[config.mk]
export PLATFORM = sky130hd
export DESIGN_NAME = writeback
export DESIGN_NICKNAME = d
export VERILOG_FILES = /design/src/rtl/writeback.sv
export SDC_FILE = /design/constraint.sdc
export NUM_CORES = 1
export LEC_CHECK = 0
export ABC_CLOCK_PERIOD_IN_PS = 3600
export CAP_MARGIN = 10
export CORE_AREA = 2 2 128 130
export CTS_CLUSTER_DIAMETER = 50
export DETAILED_ROUTE_END_ITERATION = 10
export DIE_AREA = 0 0 130 132
export GPL_ROUTABILITY_DRIVEN = 0
export GPL_TIMING_DRIVEN = 0
export HOLD_SLACK_MARGIN = 0.15
export PLACE_DENSITY = 0.83
export REMOVE_ABC_BUFFERS = 1
export SLEW_MARGIN = 5
export SYNTH_ARGS = -nofsm -noshare
export SYNTH_HDL_FRONTEND = slang
export SYNTH_SLANG_ARGS = --single-unit
export TNS_END_PERCENT = 50
[constraint.sdc]
create_clock -name clk -period 3.6 [get_ports clk]
set_input_delay 0.72 -clock clk [delete_from_list [all_inputs] [get_ports clk]]
set_output_delay 0.72 -clock clk [all_outputs]
set_load 0.02 [all_outputs]
[src/rtl/writeback.sv]
// Four-lane byte writeback: per-lane FIFOs drained round-robin
// into a single registered memory write port.
module writeback #(
    parameter int DEPTH  = 4,
    parameter int ADDR_W = 10
) (
    input  logic              clk,
    input  logic              rst,
    input  logic [3:0]        val_write,
    input  logic [31:0]       val_in,
    output logic [3:0]        full,
    output logic              mem_we,
    output logic [ADDR_W-1:0] mem_addr,
    output logic [7:0]        mem_data,
    output logic              idle
);

    localparam int PW = $clog2(DEPTH);
    localparam int CW = ADDR_W - 2;
    localparam logic [PW:0] FULL_CNT = (PW+1)'(DEPTH);

    logic [7:0]    store [4][DEPTH];
    logic [PW-1:0] wr_ptr [4];
    logic [PW-1:0] rd_ptr [4];
    logic [PW:0]   count [4];
    logic [CW-1:0] cnt [4];

    logic [1:0] last_grant;
    logic [1:0] gnt;
    logic [1:0] idx;
    logic       gnt_vld;
    logic [3:0] nonempty;
    logic [3:0] push;
    logic [3:0] pop;

    always_comb begin
        full     = '0;
        nonempty = '0;
        push     = '0;
        for (int i = 0; i < 4; i++) begin
            full[i]     = (count[i] == FULL_CNT);
            nonempty[i] = (count[i] != '0);
            push[i]     = val_write[i] & ~full[i];
        end
    end

    // Search order begins just after the previous winner.
    always_comb begin
        gnt_vld = 1'b0;
        gnt     = last_grant;
        idx     = last_grant;
        for (int k = 1; k <= 4; k++) begin
            idx = last_grant + 2'(k);
            if (!gnt_vld && nonempty[idx]) begin
                gnt_vld = 1'b1;
                gnt     = idx;
            end
        end
    end

    always_comb begin
        pop = '0;
        for (int i = 0; i < 4; i++) begin
            pop[i] = gnt_vld && (gnt == 2'(i));
        end
    end

    always_ff @(posedge clk) begin
        for (int i = 0; i < 4; i++) begin
            if (push[i]) begin
                store[i][wr_ptr[i]] <= val_in[8*i +: 8];
            end
        end
    end

    always_ff @(posedge clk or negedge rst) begin
        if (!rst) begin
            for (int i = 0; i < 4; i++) begin
                wr_ptr[i] <= '0;
                rd_ptr[i] <= '0;
                count[i]  <= '0;
                cnt[i]    <= '0;
            end
            last_grant <= 2'd3;
            mem_we     <= 1'b0;
            mem_addr   <= '0;
            mem_data   <= '0;
        end else begin
            for (int i = 0; i < 4; i++) begin
                if (push[i]) begin
                    wr_ptr[i] <= wr_ptr[i] + PW'(1);
                end
                if (pop[i]) begin
                    rd_ptr[i] <= rd_ptr[i] + PW'(1);
                end
                if (push[i] && !pop[i]) begin
                    count[i] <= count[i] + (PW+1)'(1);
                end else if (pop[i] && !push[i]) begin
                    count[i] <= count[i] - (PW+1)'(1);
                end
            end
            if (gnt_vld) begin
                mem_we     <= 1'b1;
                mem_addr   <= {gnt, cnt[gnt]};
                mem_data   <= store[gnt][rd_ptr[gnt]];
                cnt[gnt]   <= cnt[gnt] + CW'(1);
                last_grant <= gnt;
            end else begin
                mem_we <= 1'b0;
            end
        end
    end

    assign idle = ~|nonempty & ~mem_we;

endmodule
### Yosys cells after proc, flatten, opt, wreduce, memory -nomap -nowiden

Memory sizes are Yosys's and may differ from the RTL's.
Cells that the tools add are included.

* flip-flop bits (word level): 81
* bits in writable memories: 128
* input port bits: 38
* output and inout port bits: 24
* memories: 1

* $add $sub $neg: 20
* order comparisons: 15
* eq/ne operators: 7
* multiplexer cells: 53
* bitwise gates (word level): 16
* reduce and logical (&&, ||, !) cells: 42

Memories
* store: depth 4, bits a word 32, rd ports 1, clocked after memory_dff 0, write ports 4, line 22 `logic [7:0] store [4][DEPTH];`

Operator list (count)
* $mux W32: 4
* $demux W8 S2: 5
* $mux W8: 9
* $bmux W8 S2: 2
* $bwmux W32: 1
* $mux W3: 8
* $logic_and A1 B1 Y1: 20
* $add A2 B1 Y2 const B: 9
* $ge A3 B3 Y1 const B: 6
* $not A2 Y3: 6
* $lt A3 B1 Y1 const B: 5
* $mux W1: 13
* $add A3 B1 Y3 const B: 4
* $eq A3 B3 Y1 const B: 4
* $logic_not A1 Y1: 12
* $lt A2 B3 Y1 const B: 4
* $mux W2: 6
* $reduce_bool A3 Y1: 4
* $sub A3 B1 Y3 const B: 4
* $add A8 B1 Y8 const B: 1
* $bmux W1 S2: 4
* $reduce_bool A2 Y1: 4
* $and A1 B1 Y1: 5
* $not A1 Y1: 5
* 6 further kinds: 8

### Depth between registers and ports, before layout

* word-level depth: 21
* gate-level depth with buffers: 14
* mapped depth without buffers: 13

### Worst setup path after synthesis

Ideal clock, no wire load.

* path kind: reg2reg
* start: reg count[6] (netlist bit)
* end: reg count[1] (netlist bit)
* setup time: 125 ps
* arrival time: 2780 ps
* data required time: 3475 ps
* slack: 695 ps
* stages on the path, launching flop included: 13
* path buffers: 1
* cell sequence: dfrtp_1 or3_1 o221ai_2 o21ai_2 clkinv_4 buf_4 nand2_1 a21oi_2 inv_2 ha_1 inv_1 fa_1 mux2_2

* longest elaborated chain between the ends: 18
* elaborated cells between the ends (all ways): 30

RTL lines
* start: declaration: line 25 `logic [PW:0] count [4];`
* start signal: indexed assignment: line 97 `count[i] <= count[i] + (PW+1)'(1);`
* start signal: indexed assignment: line 99 `count[i] <= count[i] - (PW+1)'(1);`
* $reduce_bool A3 Y1 (*): line 42 `nonempty[i] = (count[i] != '0);`
* $bmux W1 S2: line 54 `if (!gnt_vld && nonempty[idx]) begin`
* $mux W1 (implied by the code): line 54
* $mux W1: line 54
* $logic_not A1 Y1: line 54
* $logic_and A1 B1 Y1: line 54
* $mux W1: line 54
* $logic_not A1 Y1: line 54
* (+2 left out)
* $logic_not A1 Y1: line 54
* $logic_and A1 B1 Y1: line 54
* $mux W2: line 54
* $eq A2 B2 Y1: line 64 `pop[i] = gnt_vld && (gnt == 2'(i));`
* $logic_and A1 B1 Y1 (*): line 64
* $logic_not A1 Y1: line 96 `if (push[i] && !pop[i]) begin`
* $logic_and A1 B1 Y1: line 96
* $mux W3 / $reduce_bool A2 Y1 (equally long branches)

Mark *: on every way between the ends. The rest lies on a longest branch, timed or not. The select of a mux whose other input is x is not followed.
A chain may end at the register's enable or synchronous reset.

### Worst setup path in the final report

* start: reg count[9] (netlist bit)
* end: out idle

* longest elaborated chain between the ends: 4

RTL lines
* $reduce_bool A3 Y1: line 42
* $reduce_or A4 Y1: line 114 `assign idle = ~|nonempty & ~mem_we;`
* $logic_not A1 Y1: line 114
* $and A1 B1 Y1: line 114
* end: declaration: line 15 `output logic idle`

Every way passes these cells.

==> impl_metrics.py <==
metrics = {
    "placed_design": {
        "placed_area_um2": 9880,
        "hpwl_um": 12600,
        "place_ws_ps": -626,
        "port_buffers": 61,
        "place_inst": 858,
    },
    "pwr": {
        "p_per_area_nw_per_um2": 1100,
        "power_leakage_nw": 4.27,
        "power.total_mw": 11.9,
        "ir_worst_vdd_mv": 0.654,
    },
    "synth": {
        "yosysWarnings": 0,
        "synthCells": 604,
        "synth_seq_area_share": 0.644,
        "async_flop_share": 0.388,
        "synth_edf_count": 128,
        "synth_seq_cells": 209,
        "synth_ff_type": "edfxtp_1",
        "avgSynthCellArea_um2": 15.1,
        "syn-cell-area_um2": 9120,
        "yosysTopAreaCell": "edfxtp_1",
        "yosysTopAreaCellShare": 0.422,
        "synth.area.top_cells": "edfxtp_1 42%, dfrtp_1 22%, mux2i_1 9.3%",
        "ys_types": 50,
    },
    "detailed_routing": {
        "vias": 5374,
        "drt-initial-drc-count": 512,
        "wl_per_cell_um": 22.3,
        "wl_um": 20400,
        "via_per_inst": 5.87,
        "antenna_left": 0,
        "dr.pass1.iters": 5,
        "drc": 0,
    },
    "sta": {
        "fin_skew_ps": 14.5,
        "slew_violations": 0,
        "fin_tns_setup_ps": 0,
        "hold_viol_final": 0,
        "slew_headroom": 0.466,
        "setup_viol": 0,
        "min_period_over_period": 0.975,
        "period_minus_slack_ps": 3510,
        "timing.fmax_ghz": 0.285,
        "worstMarginPinSlew_ps": 798,
        "timing.hold.ws_ps": 472,
        "setup_ws_ps": 89.7,
    },
    "grt": {
        "grt_start_max_net_pins": 56,
        "grt_pass1_wl_um": 30800,
        "grt_pass1_vias": 5466,
        "antenna_found_initial": 0,
        "grt-ovfl-total": 0,
        "grt_usage": 0.241,
    },
    "hold_path": {
        "hp-start": "rd_ptr[1]$_DFFE_PN0P_",
        "hold_path.class": "reg -> reg",
    },
    "critical_path": {
        "criticalPathCategory": "reg -> out",
        "r2r_start": "count[9]$_DFFE_PN0P_",
        "cp.arrival_ps": 2790,
        "crit_required_ps": 2880,
        "cp-end-kind": "output port",
        "crit_start": "count[9]$_DFFE_PN0P_",
        "critPathLaunchType": "register",
        "crit_fanout": 5,
    },
    "die": {
        "die_h_um": 132,
        "dieArea_um2": 17200,
        "initial_utilization": 0.580,
        "core_region_area_um2": 15700,
        "pin_count": 62,
        "die_w_um": 130,
        "rows": 46,
    },
    "clock_tree": {
        "htree_levels": 1,
        "root_buffer": "clkbuf_16",
        "cts_tree": "built",
        "ctsLongestPathBuffers": 3,
        "worstSkewPairLatency_ps": 530,
        "path_clk_slew_ps": 60,
        "clock-sinks": 209,
        "cts_buffers": 23,
    },
    "final_layout": {
        "stdcell_count": 915,
        "final_area_um2": 10800,
        "layout-drive-gt1-share": 0.147,
        "fin_util": 0.686,
        "diodes": 0,
        "fin_nets": 746,
        "area_delta_synth_final_pct": 18.2,
    },
    "flow_run": {
        "drv_cap": 0,
    },
    "outcome": {
        "outcome": "finished clean",
    },
}
[flip-flops by register name, indices dropped and copies added, names as in the netlist]
signal      count
mem_we          1
store         128
wr_ptr          8
count          12
mem_addr       10
rd_ptr          8
last_grant      2
mem_data        8
cnt            32
[per-layer routing]
metal / track usage / wire length (um) / vias to the layer above
met5: 0 / 0 / -
met4: 0.0795 / 364 / 0
met3: 0.0369 / 1430 / 34
met2: 0.400 / 10400 / 222
met1: 0.328 / 8270 / 2733
li1: - / - / 2385
[worst max-delay path, cell delays in order (launching register included)]
cell	delay, ps
dfrtp_1	440
or3_1	450
nor2_2	240
and3_4	300
clkinvlp_4	140
nor2_1	100
clkdlybuf4s50_1	600
[cell usage in the layout (no fill, tap or decap), types with 3 or more instances in the layout]
cell type,instances
edfxtp_1,128
mux2i_1,85
dfrtp_1,79
clkdlybuf4s50_1,60
nand2_1,42
nor2_1,32
clkbuf_16,23
ha_1,21
xnor2_1,18
and2_1,17
mux2_2,16
mux4_2,16
o21ai_0,14
inv_1,12
buf_4,12
a31oi_1,11
a22oi_1,8
o21a_1,8
xor2_1,8
clkbuf_1,8
nand3_1,6
nor2b_1,5
nor3b_1,4
or3_1,4
o211ai_1,4
or4_1,4
fa_1,4
clkinv_1,4
nor3_4,3
mux2i_2,3
clkinv_4,3
[worst paths after layout]
check	to	slack, ps	cells past startpoint
worst min register to register	rd_ptr[1]$_DFFE_PN0P_	470	1
worst max register to register	cnt[7]$_DFFE_PN0P_	170	8
min in group asynchronous	mem_data[4]$_DFFE_PN0P_	680	2
worst max-delay path	idle	90	6
max in group asynchronous	last_grant[1]$_DFFE_PN1P_	2230	3
worst min-delay path	rd_ptr[1]$_DFFE_PN0P_	470	1
[cell usage after synthesis, drive strengths merged, types with 5 or more instances]
cell and n:
edfxtp 128, mux2i 89, dfrtp 79, nand2 43
nor2 34, ha 21, xnor2 18, and2 17
inv 17, mux2 17, mux4 16, buf 15
o21ai 15, a31oi 11, clkbuf 9, a22oi 8
o21a 8, xor2 8, nand3 6, nor2b 5
[logic make-up (layout without fill, tap and decap cells)]
group	count (synthesis)	in the layout	share of synthesized area
AOI/OAI and AO/OA	53	53	0.0390
xor gates and xnor gates	26	26	0.0250
adders and majority gates	25	25	0.0376
buffers and inverters	42	136	0.0239
DFF	209	209	0.644
muxes	122	122	0.160
and+or+nand+nor	127	128	0.0704
[timing repair]
action / CTS / global route
setup buffers: 4 / 7
hold buffers: 1 / 0
endpoints found under the hold margin: 10 / 0
setup endpoints to repair: 44 / 20
gates resized for setup: 9 / 8
pin swaps: 1 / 1
cloned: 2 / 2
[final cells by class]
cell class                      instances  area, um^2
Clock buffer                           31         606
Clock inverter                         10        95.1
Fill cell                            1005        4930
Inverter                               18        88.8
Multi-Input combinational cell        354        3090
Sequential cell                       209        5870
Tap cell                              216         270
Timing Repair Buffer                   74         728
Timing Repair inverter                  3        22.5
[power by group]
part	switching (mW)	internal, mW
clock network	0.941	1.26
logic	3.33	2.58
registers	0.408	3.35
total	4.68	7.19
No activity file was read; power rests on OpenSTA's default activity.
